[src/rtl/vga_sync_gen.sv]
// Pixel-timing generator for the parallax VGA demo: raster counters, sync/enable decode,
// line and frame strobes, and a completed-frame counter for the scroll effect.
module vga_sync_gen #(
  parameter int H_VISIBLE = 640,
  parameter int H_FRONT   = 24,
  parameter int H_SYNC    = 40,
  parameter int H_BACK    = 128,
  parameter int V_VISIBLE = 480,
  parameter int V_FRONT   = 9,
  parameter int V_SYNC    = 3,
  parameter int V_BACK    = 28,
  parameter bit SYNC_POL  = 1'b0,
  parameter int FRAME_W   = 8
) (
  input  logic               wb_clk_i,
  input  logic               wb_rst_i,
  input  logic               pix_en,
  output logic               hsync,
  output logic               vsync,
  output logic               de,
  output logic [9:0]         x,
  output logic [9:0]         y,
  output logic               line_start,
  output logic               frame_start,
  output logic [FRAME_W-1:0] frame
);

  localparam int H_TOTAL = H_VISIBLE + H_FRONT + H_SYNC + H_BACK;
  localparam int V_TOTAL = V_VISIBLE + V_FRONT + V_SYNC + V_BACK;

  // 11-bit bounds so a total of exactly 1024 still compares correctly against 10-bit counts.
  localparam logic [10:0] H_LAST     = 11'(H_TOTAL - 1);
  localparam logic [10:0] V_LAST     = 11'(V_TOTAL - 1);
  localparam logic [10:0] H_VIS      = 11'(H_VISIBLE);
  localparam logic [10:0] V_VIS      = 11'(V_VISIBLE);
  localparam logic [10:0] HS_START   = 11'(H_VISIBLE + H_FRONT);
  localparam logic [10:0] HS_END     = 11'(H_VISIBLE + H_FRONT + H_SYNC);
  localparam logic [10:0] VS_START   = 11'(V_VISIBLE + V_FRONT);
  localparam logic [10:0] VS_END     = 11'(V_VISIBLE + V_FRONT + V_SYNC);

  logic [9:0] x_next;
  logic [9:0] y_next;
  logic       line_wrap;
  logic       frame_wrap;
  logic       hsync_next;
  logic       vsync_next;
  logic       de_next;

  function automatic logic in_window(input logic [9:0] v, input logic [10:0] lo,
                                     input logic [10:0] hi);
    return ({1'b0, v} >= lo) && ({1'b0, v} < hi);
  endfunction

  // Next raster position, decoded ahead so the registered syncs line up with x/y.
  always_comb begin
    x_next     = x;
    y_next     = y;
    line_wrap  = 1'b0;
    frame_wrap = 1'b0;
    if ({1'b0, x} == H_LAST) begin
      x_next    = 10'd0;
      line_wrap = 1'b1;
      if ({1'b0, y} == V_LAST) begin
        y_next     = 10'd0;
        frame_wrap = 1'b1;
      end else begin
        y_next = y + 10'd1;
      end
    end else begin
      x_next = x + 10'd1;
    end
    hsync_next = in_window(x_next, HS_START, HS_END) ? SYNC_POL : ~SYNC_POL;
    vsync_next = in_window(y_next, VS_START, VS_END) ? SYNC_POL : ~SYNC_POL;
    de_next    = ({1'b0, x_next} < H_VIS) && ({1'b0, y_next} < V_VIS);
  end

  // Strobes clear every clock so they stay one wb_clk_i wide whatever the pix_en duty.
  always_ff @(posedge wb_clk_i or posedge wb_rst_i) begin
    if (wb_rst_i) begin
      x           <= 10'd0;
      y           <= 10'd0;
      frame       <= '0;
      de          <= 1'b1;
      hsync       <= ~SYNC_POL;
      vsync       <= ~SYNC_POL;
      line_start  <= 1'b0;
      frame_start <= 1'b0;
    end else begin
      line_start  <= 1'b0;
      frame_start <= 1'b0;
      if (pix_en) begin
        x           <= x_next;
        y           <= y_next;
        hsync       <= hsync_next;
        vsync       <= vsync_next;
        de          <= de_next;
        line_start  <= line_wrap;
        frame_start <= frame_wrap;
        if (frame_wrap) begin
          frame <= frame + FRAME_W'(1);
        end
      end
    end
  end

endmodule

[config.mk]
export PLATFORM = sky130hd
export DESIGN_NAME = vga_sync_gen
export DESIGN_NICKNAME = d
export VERILOG_FILES = /design/src/rtl/vga_sync_gen.sv
export SDC_FILE = /design/constraint.sdc
export NUM_CORES = 1
export LEC_CHECK = 0
export CAP_MARGIN = 20
export CORE_ASPECT_RATIO = 1.4
export CORE_MARGIN = 4
export CORE_UTILIZATION = 25
export CTS_CLUSTER_DIAMETER = 60
export CTS_CLUSTER_SIZE = 40
export DETAILED_ROUTE_END_ITERATION = 6
export GPL_ROUTABILITY_DRIVEN = 0
export MAX_ROUTING_LAYER = met4
export PLACE_DENSITY_LB_ADDON = 0.12
export SLEW_MARGIN = 10
export SYNTH_ARGS = -nofsm -noshare
export SYNTH_HDL_FRONTEND = slang
export SYNTH_SLANG_ARGS = --single-unit
export TNS_END_PERCENT = 10
[constraint.sdc]
create_clock -name wb_clk_i -period 4.4 [get_ports wb_clk_i]
set_input_delay 1.1 -clock wb_clk_i [delete_from_list [all_inputs] [get_ports wb_clk_i]]
set_output_delay 1.1 -clock wb_clk_i [all_outputs]
set_load 0.03 [all_outputs]
Word-level counts from Yosys, hierarchy flattened --
Cells that the tools add are included.
Storage, ports and cells: register bits 33, input port bits 3, output and inout port bits 33, logic and storage cells 33
Operators by class: $add $sub $neg 3, $lt $le $gt $ge 6, eq/ne operators 2, multiplexer cells 10, reduce and logical (&&, ||, !) cells 4
Operators by type and width (count):
- $mux W10 | 3
- $add A10 B1 Y10 const B | 2
- $eq A10 B10 Y1 const B | 2
- $lt A10 B10 Y1 const B | 2
- $lt A10 B9 Y1 const B | 2
- $ge A10 B10 Y1 const B | 1
- $ge A10 B9 Y1 const B | 1
- $add A8 B1 Y8 const B | 1
- $mux W1 | 7
- $logic_and A1 B1 Y1 | 3
- $reduce_and A2 Y1 | 1

Depth between registers and ports, before layout --
word-level depth 6, gate-level depth with buffers 7, gate-level depth less buffers 6

Worst setup path after synthesis --
No wires, ideal clock.
kind register -> register, start point register y[0], end point register frame[1], library setup time 0.125 ns, data arrival time 1.963 ns, data required time 4.275 ns, slack 2.312 ns, stages on the path, launching flop included 6, path buffers 0, clock period less this slack 2.088 ns, cells stage by stage dfrtp_1 ha_1 and4bb_2 nand3_1 nor2_1 mux2_2
On the way: word-level cells in the longest chain between the ends 4
RTL lines:
- start, declared | RTL line 22 | output logic [9:0] y,
- start signal, assigned | RTL line 93 | y <= y_next;
- $eq A10 B10 Y1 | RTL line 63 | if ({1'b0, y} == V_LAST) begin
- $mux W1 | RTL line 63
- $mux W1 | RTL line 60 | if ({1'b0, x} == H_LAST) begin
- $reduce_and A2 Y1 (no line)
- end signal, assigned | RTL line 100 | frame <= frame + FRAME_W'(1);
- end, declared | RTL line 25 | output logic [FRAME_W-1:0] frame
No other way between the ends. A chain may end at the register's enable or synchronous reset.

Worst setup path in the final report --
start point input port pix_en, end point register frame[1]
On the way: word-level cells in the longest chain between the ends 1
RTL lines:
- start, declared | RTL line 17 | input logic pix_en,
- $reduce_and A2 Y1 (no line)
No other way between the ends.

==> results.json <==
{
  "outcome": "finished, final reports clean",
  "die_x_um": 82.1,
  "drt_first_pass_iters": 4,
  "ant_nets": 0,
  "grt_usage": 0.119,
  "grt.overflow.total": 0,
  "h-tree-depth": 2,
  "fin_crit_sh": 0.676,
  "fin_util": 0.328,
  "hold_buffers": 0,
  "preCtsSetupSlack_ns": 1.08,
  "skew_ns": 0.00882,
  "drcViolationCount": 0,
  "dp_hpwl_um": 3330,
  "synthXorXnorAreaFrac": 0.0730,
  "setup_tns_ns": 0,
  "ys.flop_type": "dfrtp_1",
  "cts_sinks": 33,
  "ys_ff_latch": 33,
  "powerDensity_nw_per_um2": 353,
  "drt-vias-per-instance": 4.79,
  "diodes": 0,
  "cts_root_buf": "clkbuf_8",
  "grt_pass1_wl_um": 8220,
  "io_buffers": 35,
  "setup_violations": 0,
  "synth_mux_area_frac": 0.0352,
  "cts.clk_slew.worst_paths_ns": 0.06,
  "endpoint_kind": "flip-flop",
  "cts_buffer_depth": 2,
  "synth_adder_area_share": 0.0261,
  "rsz0062_at_grt": "no",
  "die_area_um2": 9160,
  "synth_top_area_share": 0.391,
  "power.internal_uw": 554,
  "power_frac_comb": 0.252,
  "yosys-top-cells-area": "dfrtp_1 39%, nand2_1 6.3%, xnor2_1 5.9%",
  "fmax_mhz": 336,
  "syn_area_um2": 1920,
  "core-area_um2": 7410,
  "yosysWarnings": 0,
  "grt_max_degree": 34,
  "start_kind": "input port",
  "synth_cells": 197,
  "vias": 1577,
  "r2r_start": "x[0]$_DFFE_PP0P_",
  "hold_violations": 0,
  "worst_pin_slew_ns": 0.586,
  "cts_buffers": 5,
  "hold_start": "frame[7]$_DFFE_PP0P_",
  "synth_top_family_by_area": "simple AND/OR/NAND/NOR gates",
  "area_delta_synth_final_pct": 26.5,
  "drive_gt1_frac": 0.129,
  "crit_start": "pix_en",
  "worst_slack_ns": 1.43,
  "wl_per_cell_um": 14.4,
  "synth_edf_count": 0,
  "clkPwrFrac": 0.282,
  "synth_compound_area_frac": 0.136,
  "min_path_type": "reg2reg",
  "core.rowCount": 37,
  "synth_area_per_cell_um2": 9.74,
  "yosys.area_share.simple": 0.248,
  "cts_tree": "built",
  "initial_utilization": 0.259,
  "multi_input_area_um2": 995,
  "critPathKind": "in2reg",
  "grt_pass1_vias": 1601,
  "p_leak_nw": 0.990,
  "worstSkewPairLatency_ns": 0.29,
  "max_slew_margin": 0.608,
  "arrival_ns": 3.14,
  "ff_latch_area_um2": 830,
  "yosysSeqAreaShare": 0.432,
  "fillers": 794,
  "nNetsFinal": 238,
  "p_switching_uw": 303,
  "critPathRequiredTime_ns": 4.57,
  "die_y_um": 112,
  "post_cts_resized": 0,
  "cp_max_fo": 18,
  "synth.distinct_cells": 45,
  "maxCapViolCount": 0,
  "cts_setup_buffers": 0,
  "synth_fp_nets": 204,
  "synth_top_area_cell": "dfrtp_1",
  "async_reset_ff_frac": 1.00,
  "drt_iter0_drc": 78,
  "ios": 36,
  "mostFrequentLayoutCells": "35 x clkdlybuf4s50_1, 32 x nand2_1, 30 x dfrtp_1",
  "wl_um": 4730,
  "ir_drop_mv": 0.160,
  "slew_violations": 0,
  "period_minus_slack_ns": 2.97,
  "antenna_found_initial": 0,
  "switching_share": 0.354,
  "final_common_cell": "clkdlybuf4s50_1",
  "sequentialPowerShare": 0.467
}
[power by group through the flow]
stage,logic [mW],registers [mW],clock network [mW]
floorplan,0.109,0.431,0
finish,0.216,0.400,0.241
global route,0.236,0.412,0.266
global placement,0.217,0.407,0
detailed placement,0.218,0.408,0
CTS,0.218,0.402,0.256
[state kept, by name, indices dropped and copies added, names as in the netlist]
signal and count:
x 10, y 10, frame 8, de 1
frame_start 1, hsync 1, line_start 1, vsync 1
[worst max-delay path, stage by stage]
cell and delay (ns):
clkdlybuf4s50_1 0.45, buf_4 0.22, nand4_1 0.50, nor2_1 0.49, mux2_2 0.37
[path summary, 6_finish.rpt]
| path | endpoint | slack, ns | cells after the start |
|---|---|---|---|
| hold reg to reg | frame[7]$_DFFE_PP0P_ | 0.48 | 1 |
| max in group asynchronous | de$_DFFE_PP1P_ | 2.84 | 3 |
| hold / removal | frame[7]$_DFFE_PP0P_ | 0.48 | 1 |
| setup / recovery | frame[1]$_DFFE_PP0P_ | 1.43 | 5 |
| setup reg to reg | frame[1]$_DFFE_PP0P_ | 1.80 | 5 |
| min in group asynchronous | frame[5]$_DFFE_PP0P_ | 1.21 | 3 |
[metal layers]
layer	vias up	track usage	part of all wire	routed length [um]
met5	-	-	0	0
met2	33	0.192	0.51	2420
met3	6	0.0218	0.036	171
met4	0	0.0466	0.019	89
met1	758	0.145	0.43	2050
li1	780	-	-	-
[cells in the mapped netlist, types with 4 or more instances]
cell type and n:
xnor2_1 13, nor2_1 8, nand2_1 32, nor3_1 8, mux2_2 6, ha_1 4, a21oi_1 8, nand4_1 12
dfrtp_1 30, buf_2 4, inv_1 7, nand3_1 4, o21ai_0 9
[stage by stage]
stage                     cell area, um^2  power, mW  hold WS (ns)  std cells
after global placement               2340      0.623         0.473        321
after CTS                            2430      0.875         0.489        329
after detailed placement             2340      0.625         0.476        321
after global routing                 2430      0.915         0.499        329
after floorplan                      1920      0.539         0.543        197
final                                2430      0.858         0.481        329
[logic make-up after synthesis]
kind of cell,after synthesis
mux,6
fa+ha+maj,4
simple gates,83
xor+xnor,16
buf+inv,17
compound gates,38
flops,33
[final cells by class]
type,count,area share
flip-flops and latches,33,0.342
well taps,97,0.0500
multi-input cells,147,0.410
inverters,7,0.0108
clock buffers,8,0.0371
repair buffers,37,0.151
(Power assumes the default switching activity.)
